`src/rtl/hall_decoder.sv`:
```
// Hall-sensor receiver: synchronises, glitch-filters and sequence-checks the three
// hall lines into a step index, direction and step event, and times step-to-step periods.
module hall_decoder #(
    parameter int unsigned K_FILTER_LEN   = 4,
    parameter int unsigned K_PERIOD_WIDTH = 16
) (
    input  logic                      i_clk,
    input  logic                      i_rst,
    input  logic [2:0]                i_hall,
    input  logic                      i_hall_polarity_rev,
    input  logic                      i_clear_error,
    output logic [2:0]                o_step,
    output logic                      o_step_valid,
    output logic                      o_step_event,
    output logic                      o_direction,
    output logic                      o_hall_error,
    output logic [K_PERIOD_WIDTH-1:0] o_period,
    output logic                      o_period_valid,
    output logic                      o_stalled
);
    localparam int unsigned CNT_W = 4;
    localparam logic [CNT_W-1:0] FILT_MAX = CNT_W'(K_FILTER_LEN);
    localparam logic [K_PERIOD_WIDTH-1:0] PER_MAX = '1;
    localparam logic [K_PERIOD_WIDTH-1:0] PER_ONE = K_PERIOD_WIDTH'(1);

    typedef enum logic {ST_IDLE = 1'b0, ST_LOCKED = 1'b1} state_t;

    state_t                    state_q, state_d;
    logic [2:0]                sync1_q, sync1_d, sync2_q, sync2_d;
    logic [2:0]                cand_q, cand_d, acc_q, acc_d;
    logic [CNT_W-1:0]          stab_q, stab_d;
    logic [2:0]                step_q, step_d;
    logic                      step_valid_q, step_valid_d;
    logic                      step_event_q, step_event_d;
    logic                      direction_q, direction_d;
    logic                      hall_error_q, hall_error_d;
    logic [K_PERIOD_WIDTH-1:0] per_cnt_q, per_cnt_d;
    logic [K_PERIOD_WIDTH-1:0] period_q, period_d;
    logic                      period_valid_q, period_valid_d;
    logic                      stalled_q, stalled_d;
    logic                      have_evt_q, have_evt_d;

    logic       accept, code_valid, evt, evt_dir, err_set;
    logic [2:0] code_step;

    // {valid, step} for a hall code; 000 and 111 are illegal
    function automatic logic [3:0] hall_map(input logic [2:0] h);
        case (h)
            3'b001:  return {1'b1, 3'd0};
            3'b011:  return {1'b1, 3'd1};
            3'b010:  return {1'b1, 3'd2};
            3'b110:  return {1'b1, 3'd3};
            3'b100:  return {1'b1, 3'd4};
            3'b101:  return {1'b1, 3'd5};
            default: return 4'b0000;
        endcase
    endfunction

    function automatic logic [2:0] step_inc(input logic [2:0] s);
        return (s == 3'd5) ? 3'd0 : s + 3'd1;
    endfunction

    function automatic logic [2:0] step_dec(input logic [2:0] s);
        return (s == 3'd0) ? 3'd5 : s - 3'd1;
    endfunction

    always_comb begin
        sync1_d        = i_hall;
        sync2_d        = sync1_q;
        cand_d         = sync2_q;
        state_d        = state_q;
        step_d         = step_q;
        step_valid_d   = step_valid_q;
        step_event_d   = 1'b0;
        direction_d    = direction_q;
        period_d       = period_q;
        period_valid_d = period_valid_q;
        have_evt_d     = have_evt_q;
        evt            = 1'b0;
        evt_dir        = 1'b0;
        err_set        = 1'b0;
        per_cnt_d      = (per_cnt_q == PER_MAX) ? PER_MAX : per_cnt_q + PER_ONE;

        // stability filter: a code must sit unchanged for K_FILTER_LEN samples
        if (sync2_q != cand_q) begin
            stab_d = CNT_W'(1);
        end else if (stab_q >= FILT_MAX) begin
            stab_d = FILT_MAX;
        end else begin
            stab_d = stab_q + CNT_W'(1);
        end
        accept = (stab_d == FILT_MAX) && (cand_d != acc_q);
        acc_d  = accept ? cand_d : acc_q;
        {code_valid, code_step} = hall_map(cand_d);

        if (accept) begin
            if (state_q == ST_IDLE) begin
                if (code_valid) begin
                    step_d       = code_step;
                    step_valid_d = 1'b1;
                    state_d      = ST_LOCKED;
                    per_cnt_d    = PER_ONE;
                    have_evt_d   = 1'b0;
                end else begin
                    err_set = 1'b1;
                end
            end else begin
                if (!code_valid) begin
                    err_set        = 1'b1;
                    step_valid_d   = 1'b0;
                    period_valid_d = 1'b0;
                    state_d        = ST_IDLE;
                end else if (code_step == step_inc(step_q)) begin
                    evt     = 1'b1;
                    evt_dir = i_hall_polarity_rev;
                end else if (code_step == step_dec(step_q)) begin
                    evt     = 1'b1;
                    evt_dir = ~i_hall_polarity_rev;
                end else begin
                    err_set        = 1'b1;
                    step_d         = code_step;
                    period_valid_d = 1'b0;
                    have_evt_d     = 1'b0;
                end
            end
        end

        // a period is trusted only between two same-direction, unsaturated events
        if (evt) begin
            step_d         = code_step;
            step_event_d   = 1'b1;
            direction_d    = evt_dir;
            period_d       = per_cnt_q;
            per_cnt_d      = PER_ONE;
            period_valid_d = have_evt_q && (evt_dir == direction_q) && (per_cnt_q != PER_MAX);
            have_evt_d     = 1'b1;
        end

        stalled_d = (state_d == ST_LOCKED) && (per_cnt_d == PER_MAX);
        if (stalled_d) begin
            period_valid_d = 1'b0;
        end

        hall_error_d = hall_error_q;
        if (i_clear_error) begin
            hall_error_d = 1'b0;
        end
        if (err_set) begin
            hall_error_d = 1'b1;
        end
    end

    always_ff @(posedge i_clk or posedge i_rst) begin
        if (i_rst) begin
            state_q        <= ST_IDLE;
            sync1_q        <= '0;
            sync2_q        <= '0;
            cand_q         <= '0;
            acc_q          <= '0;
            stab_q         <= '0;
            step_q         <= '0;
            step_valid_q   <= 1'b0;
            step_event_q   <= 1'b0;
            direction_q    <= 1'b0;
            hall_error_q   <= 1'b0;
            per_cnt_q      <= '0;
            period_q       <= '0;
            period_valid_q <= 1'b0;
            stalled_q      <= 1'b0;
            have_evt_q     <= 1'b0;
        end else begin
            state_q        <= state_d;
            sync1_q        <= sync1_d;
            sync2_q        <= sync2_d;
            cand_q         <= cand_d;
            acc_q          <= acc_d;
            stab_q         <= stab_d;
            step_q         <= step_d;
            step_valid_q   <= step_valid_d;
            step_event_q   <= step_event_d;
            direction_q    <= direction_d;
            hall_error_q   <= hall_error_d;
            per_cnt_q      <= per_cnt_d;
            period_q       <= period_d;
            period_valid_q <= period_valid_d;
            stalled_q      <= stalled_d;
            have_evt_q     <= have_evt_d;
        end
    end

    assign o_step         = step_q;
    assign o_step_valid   = step_valid_q;
    assign o_step_event   = step_event_q;
    assign o_direction    = direction_q;
    assign o_hall_error   = hall_error_q;
    assign o_period       = period_q;
    assign o_period_valid = period_valid_q;
    assign o_stalled      = stalled_q;

endmodule
```
`config.mk`:
```
export PLATFORM = sky130hd
export DESIGN_NAME = hall_decoder
export DESIGN_NICKNAME = d
export VERILOG_FILES = /design/src/rtl/hall_decoder.sv
export SDC_FILE = /design/constraint.sdc
export NUM_CORES = 1
export LEC_CHECK = 0
export ABC_AREA = 1
export CORE_MARGIN = 5
export CORE_UTILIZATION = 55
export CTS_BUF_LIST = sky130_fd_sc_hd__clkbuf_4 sky130_fd_sc_hd__clkbuf_8 sky130_fd_sc_hd__clkbuf_16
export DETAILED_ROUTE_END_ITERATION = 10
export DONT_BUFFER_PORTS = 1
export GPL_ROUTABILITY_DRIVEN = 0
export MAX_ROUTING_LAYER = met4
export PLACE_DENSITY = 0.7
export SYNTH_ARGS = -nofsm -noshare
export SYNTH_HDL_FRONTEND = slang
export SYNTH_SLANG_ARGS = --single-unit
```
`constraint.sdc`:
```
create_clock -name i_clk -period 3.58 [get_ports i_clk]
set_input_delay 0.358 -clock i_clk [delete_from_list [all_inputs] [get_ports i_clk]]
set_output_delay 0.358 -clock i_clk [all_outputs]
set_load 0.01 [all_outputs]
```
==> After elaboration in Yosys (flattened, before gate mapping) <==
Index checks and enable logic that the tools add are counted.
{ "op_classes": {"eq_ne": 21, "n_mux": 53, "order_cmp": 1, "n_addsub": 4, "bitwise": 1, "reduce_logical": 14} }
{ "op_table": {"columns": ["cell", "count"], "rows": [
  ["$mux 16", 5],
  ["$mux 1", 36],
  ["$eq 16x16->1 const B", 2],
  ["$mux 3", 9],
  ["$pmux 4 s6", 1],
  ["$add 16x1->16 const B", 1],
  ["$ne 16x16->1 const B", 1],
  ["$eq 3x3->1 const B", 4],
  ["$mux 4", 2],
  ["$ne 4x4->1 const B", 2],
  ["$reduce_and 4->1", 2],
  ["$reduce_bool 2->1", 4],
  ["$eq 3x2->1 const B", 2],
  ["$eq 3x3->1", 2],
  ["$ne 3x3->1", 2],
  ["$ne 3x3->1 const B", 2],
  ["$reduce_bool 3->1", 2],
  ["$add 4x1->4 const B", 1],
  ["$eq 4x3->1 const B", 1],
  ["$ge 4x3->1 const B", 1],
  ["$logic_and 1x1->1", 4],
  ["$add 3x1->3 const B", 1],
  ["$eq 3x1->1 const B", 1],
  ["$logic_not 3->1", 1],
  ["5 further kinds", 5]
]} }
{ "totals": {"register_bits": 59, "word_cells": 110, "out_inout_bits": 25} }

==> Depth between registers and ports, before layout <==
{ "logic_depth": {"ltp_word": 13, "mapped_depth": 16} }

==> Worst setup path before layout <==
OpenSTA, ideal clock, no wires.
{ "synth_timing": {"path_type": "flip-flop to flip-flop", "start": "register per_cnt_q[0]", "end": "register period_valid_q (netlist: o_period_valid)", "setup_slack_ns": 1.798, "path_stages_with_launch": 16, "required_time_ns": 3.467, "setup_time_ns": 0.113, "arrival_time_ns": 1.670, "cell_sequence": "dfrtp_1 -> ha_1 -> nand2_2 -> nor2_2 -> nand3b_1 -> nor2_1 -> nand2_1 -> buf_6 -> nand2_1 -> nand2_1 -> nor2_1 -> nand3_1 -> nor2_1 -> nand2_1 -> nand2_1 -> inv_1"} }
{ "synth_between": {"elab_chain_cells": 10, "word_cells_on_any_way": 18} }
{ "synth_rtl": {"columns": ["item", "line_no", "text"], "rows": [
  ["from (decl)", "37", "logic [K_PERIOD_WIDTH-1:0] per_cnt_q, per_cnt_d;"],
  ["from (signal assigned)", "183", "per_cnt_q <= per_cnt_d;"],
  ["$add 16x1->16 / $eq 16x16->1 (equally long branches)", "82", "per_cnt_d = (per_cnt_q == PER_MAX) ? PER_MAX : per_cnt_q + PER_ONE;"],
  ["$mux 16", "82", null],
  ["$mux 16", "98", "if (code_valid) begin"],
  ["$mux 16", "97", "if (state_q == ST_IDLE) begin"],
  ["$mux 16", "96", "if (accept) begin"],
  ["$mux 16", "129", "if (evt) begin"],
  ["$eq 16x16->1", "139", "stalled_d = (state_d == ST_LOCKED) && (per_cnt_d == PER_MAX);"],
  ["$logic_and 1x1->1", "139", null],
  ["$ne 4x4->1 (no line) / $reduce_bool 3->1 (equally long branches)", null, null],
  ["$reduce_and 4->1 (no line)", null, null],
  ["to (signal assigned)", "185", "period_valid_q <= period_valid_d;"],
  ["to (decl)", "39", "logic period_valid_q, period_valid_d;"]
]} }
Several ways; a longest one is shown, not always the timed one.
A chain may end at the register's enable or synchronous reset.

==> Final worst setup path <==
{ "layout_timing": {"start": "register sync2_q[1] (netlist: cand_d[1])", "end": "register period_valid_q (netlist: o_period_valid)"} }
{ "layout_between": {"word_cells_on_any_way": 45} }
{ "layout_lines": {"columns": ["item", "line_no", "text"], "rows": [
  ["from (decl)", "29", "logic [2:0] sync1_q, sync1_d, sync2_q, sync2_d;"],
  ["from (signal assigned)", "174", "sync2_q <= sync2_d;"],
  ["$ne 3x3->1 (*)", "85", "if (sync2_q != cand_q) begin"],
  ["$mux 4 (*)", "85", null],
  ["via stab_d[2]", "31", "logic [CNT_W-1:0] stab_q, stab_d;"],
  ["$eq 4x3->1 (*)", "92", "accept = (stab_d == FILT_MAX) && (cand_d != acc_q);"],
  ["$logic_and 1x1->1 (*)", "92", null],
  ["$mux 16 / $mux 1 (equally long branches)", "96", null],
  ["$mux 16 / $eq 1x1->1 (equally long branches)", "129, 135", null],
  ["$eq 16x16->1 / $logic_and 1x1->1 (equally long branches)", "139, 135", null],
  ["$logic_and 1x1->1 (on tied branches)", "139, 135", null],
  ["$ne 4x4->1 (no line), or another cell as far along", null, null],
  ["$reduce_and 4->1 (no line) / $mux 1 (equally long branches)", null, null]
]} }
The timed path passes the listed nets; every way through them passes the cells marked *. The select of a mux whose other input is x is not followed.

==> results list <==
- Final count of pins violating max slew: 0
- The via count of the first global-routing pass is 2,201.
* Violated checks: negative hold slack
* Antenna violation net count after detailed routing: 0
- Remaining routing DRC violations: 0
- The HPWL after detailed placement is 4430 um.
- Net switching fraction of the power: about a third
* Run status: finished, violations left
- PnR worst setup slack: 1170 ps
* Final-layout worst hold slack: -6.40 ps
- The analysis attributes to cell leakage a power of approximately 1.6 nW.
- The final-report hold violation count is 26.
- Clock skew on the completed layout was measured at 6.26 ps.
- I/O pin count: 32
* Wire length reported by the detailed router: roughly 6000 um
- Number of standard-cell rows in the floorplan: 26
* Net count after synthesis: 370
- DR WL/cell: 13.7 um
- At the worst endpoint, the arrival time is 2690 ps.
- Input and output buffers added on the ports amount to 0.
- The first global-routing pass estimated 10,400 um of wire.
* Total design power: just under 2 mW
- At the pin with the least slew margin, the transition time is 661 ps.
- Initial core utilization: 56.7%
- The most critical setup path has its startpoint at cand_d[1].
- Part of the power in registers: roughly 45%
- Summing the sequential cell areas from Yosys gives 50.6% of the chip area.
- Number of flops mapped to enable cells by yosys: 0
- Total CTS buffers: 9
- The critical path is of the flop to flop type.
- Cell internal power was estimated by the tool at 1.27 mW.
- Along the worst path, the maximum fanout reaches 28.
- Number of diodes added for antenna fixing: 0
- The largest total area in the synthesized netlist belongs to dfrtp_1.
- Clock-pin slew on the worst setup and hold paths: 70 ps
* Number of distinct library cells after synthesis: 33
- Required time reported for the critical path endpoint: 3860 ps
- The number of cells on the worst reg-to-reg path is 11.
- Post-route core utilization: about three fifths
- Antenna violations before repair: 0
- The startpoint identified for the worst register-to-register timing path is cand_d[1].
- For this run, the number of Yosys warnings is 0.
* Proportion of netlist area held by the largest area contributor: 50.6%
- Timing would allow up to about 0.42 GHz.
- TritonRoute pass-1 iters: 4
- Count of routing violations after the opening detailed-route iteration: 160
* Maximum buffer depth of the clock tree: 2
- Setup slack at placement: 1200 ps
- The layout has roughly 470 filler cells.
- Die area: 6860 um2
- STA classifies the critical path endpoint as a flop.
* Pin count of the biggest net entering global routing: 33
- The tool flagged a number of max-cap violations equal to 0.
- After synthesis the netlist holds a flip-flop and latch count of 59.
- Per-instance average area after synthesis: just over 8 um2
* Chip Height: ~83 um
- Worst supply voltage drop on vdd: 0.235 mV
- Setup repair after global routing left no endpoint under its margin.
- TritonCTS built the clock tree.
- In this run, placement finished with an instance count of 425.
- After technology mapping, the gate count stands at 361.
* Commonest non-fill, non-tap cell in the layout: nand2_1
- Total of endpoints with negative setup slack in the final report: 0
- The finished cells cover 3160 um2.
- Of the total power, the clock network draws 31.4%.
* Worst relative slew slack: 55.9%
* Register-to-Register Setup Slack: 1170 ps
- Leaving out fill and tap cells, the most frequent cells in the layout are 116 x nand2_1, 59 x dfrtp_1, 36 x inv_1.
- The worst hold path belongs to the class input pin to asynchronous set/reset pin.
- Clock root buffer: clkbuf_8
- Counting every sink on the clock net gives 59.
- Fraction of final layout cells with drive strength greater than 1: 12.4%
* Area inside the core boundary: 5140 um2
- Combinational cells account for 23.3% of the total power.
- For this run, the number of standard cells in the final layout without fillers is 441.
* Sum of negative setup slack: 0 ps
- Worst R2R End: o_period_valid
* Syn Std Cell Area: 2920 um2
* Count of hold buffers inserted by post-cts repair: 0
* Leading cell types by total area after synthesis: dfrtp_1 51%, nand2_1 15%, inv_1 4.8%, nand3_1 4.3%, nor2_1 4.0%
- Buffers added to address setup during post-CTS repair amount to 0.
* Area after detailed placement: 2960 um2
- Power density over the cells: 614 nW/um2
* Final period demand of the worst path: around 2400 ps
- Area added between synthesis and finish: 8.32%
- Dividing the final minimum period by the clock period gives 67.2%.
* Post-synth top flop: dfrtp_1
- The routed layout has 2,240 vias.
- Global-route congestion overflow total: 0
- For this design the total switching power over the nets is 0.669 mW.
- Vias per cell: 5.08
- Die boundary width: ~83 um
- Gates resized during post-CTS repair numbered 0.
* Total Routing Usage GR: between 10% and 20%
* Clk Latency, worst-skew pair: 340 ps
- Number of levels the H-tree was split into: 3
* Startpoint kind of the worst setup timing path: flop
- Final nets: 375
* Post-synthesis async set-or-reset flop share: 100%
critical path: stages, from the launching register on:
cell,delay [ps]
dfrtp_1,530
xnor2_2,250
nand3_2,110
nor2_4,120
nand3_1,310
nor2_1,240
nand2_2,320
nor2_1,210
nand3_1,100
nand2_1,70
nand2_1,50
inv_1,50
power by group through the flow:
| stage | logic [mW] | clock network [mW] | registers (mW) |
|---|---|---|---|
| 3_3_place_gp | 0.441 | 0 | 0.889 |
| 4_1_cts | 0.450 | 0.627 | 0.880 |
| 2_1_floorplan | 0.375 | 0 | 0.866 |
| 5_1_grt | 0.517 | 0.657 | 0.894 |
| 3_5_place_dp | 0.447 | 0 | 0.893 |
| 6_report | 0.451 | 0.609 | 0.880 |
sequential cells by signal, indices dropped and copies added, names as in the netlist:
register,flops
have_evt_q,1
per_cnt_q,16
o_period_valid,1
o_period,16
o_stalled,1
state_q,1
o_step,3
o_step_valid,1
acc_q,3
o_hall_error,1
stab_q,4
o_step_event,1
o_direction,1
sync1_q,3
cand_d,3
cand_q,3
Yosys cell counts (2+ instances only):
master / number
inv_2: 6
buf_6: 3
nor2_4: 3
dfrtp_1: 59
nor2_1: 31
a31oi_1: 3
nand3_1: 25
buf_2: 2
or2_2: 2
o21ai_0: 15
nand2_1: 116
ha_1: 2
o21ai_1: 4
nand4_1: 5
xor2_1: 8
nand2_2: 7
o21ai_2: 2
nor3_1: 3
inv_1: 37
nand3_2: 2
a21oi_1: 9
o22ai_1: 3
nor2_2: 4
kinds of logic after synthesis:
kind of cell,synth area share (%)
AND/OR/NAND/NOR,30.5
flip-flops,50.6
buffers and inverters,7.42
AO/OA/AOI/OAI,7.25
XOR/XNOR,3.26
adder cells (fa/ha/maj),0.858
other,0.129
layer usage:
| layer | share of wire [%] | vias to the layer above | GRT usage, % |
|---|---|---|---|
| met4 | 1.6 | 0 | 8.32 |
| met2 | 41 | 81 | 26.0 |
| met5 | 0 | - | - |
| met3 | 7.5 | 10 | 6.34 |
| met1 | 50 | 997 | 26.7 |
| li1 | - | 1152 | - |
final cells by class:
type                       count  area [um2]  area share [%]
clock buffer                  10         138            4.36
tap                           70        87.6            2.77
multi-input combinational    252        1220            38.7
inverter                      43         161            5.11
timing repair buffer           1        7.51           0.238
clock inverter                 6        65.1            2.06
sequential                    59        1480            46.7
worst max-delay path by stage:
stage,endpoint,slack [ps]
floorplan,acc_q[0],1770
global placement,o_period_valid,1350
detailed placement,o_period_valid,1200
CTS,o_period_valid,1160
global route,o_period_valid,910
finish,o_period_valid,1170
No activity file was read; power rests on OpenSTA's default activity.
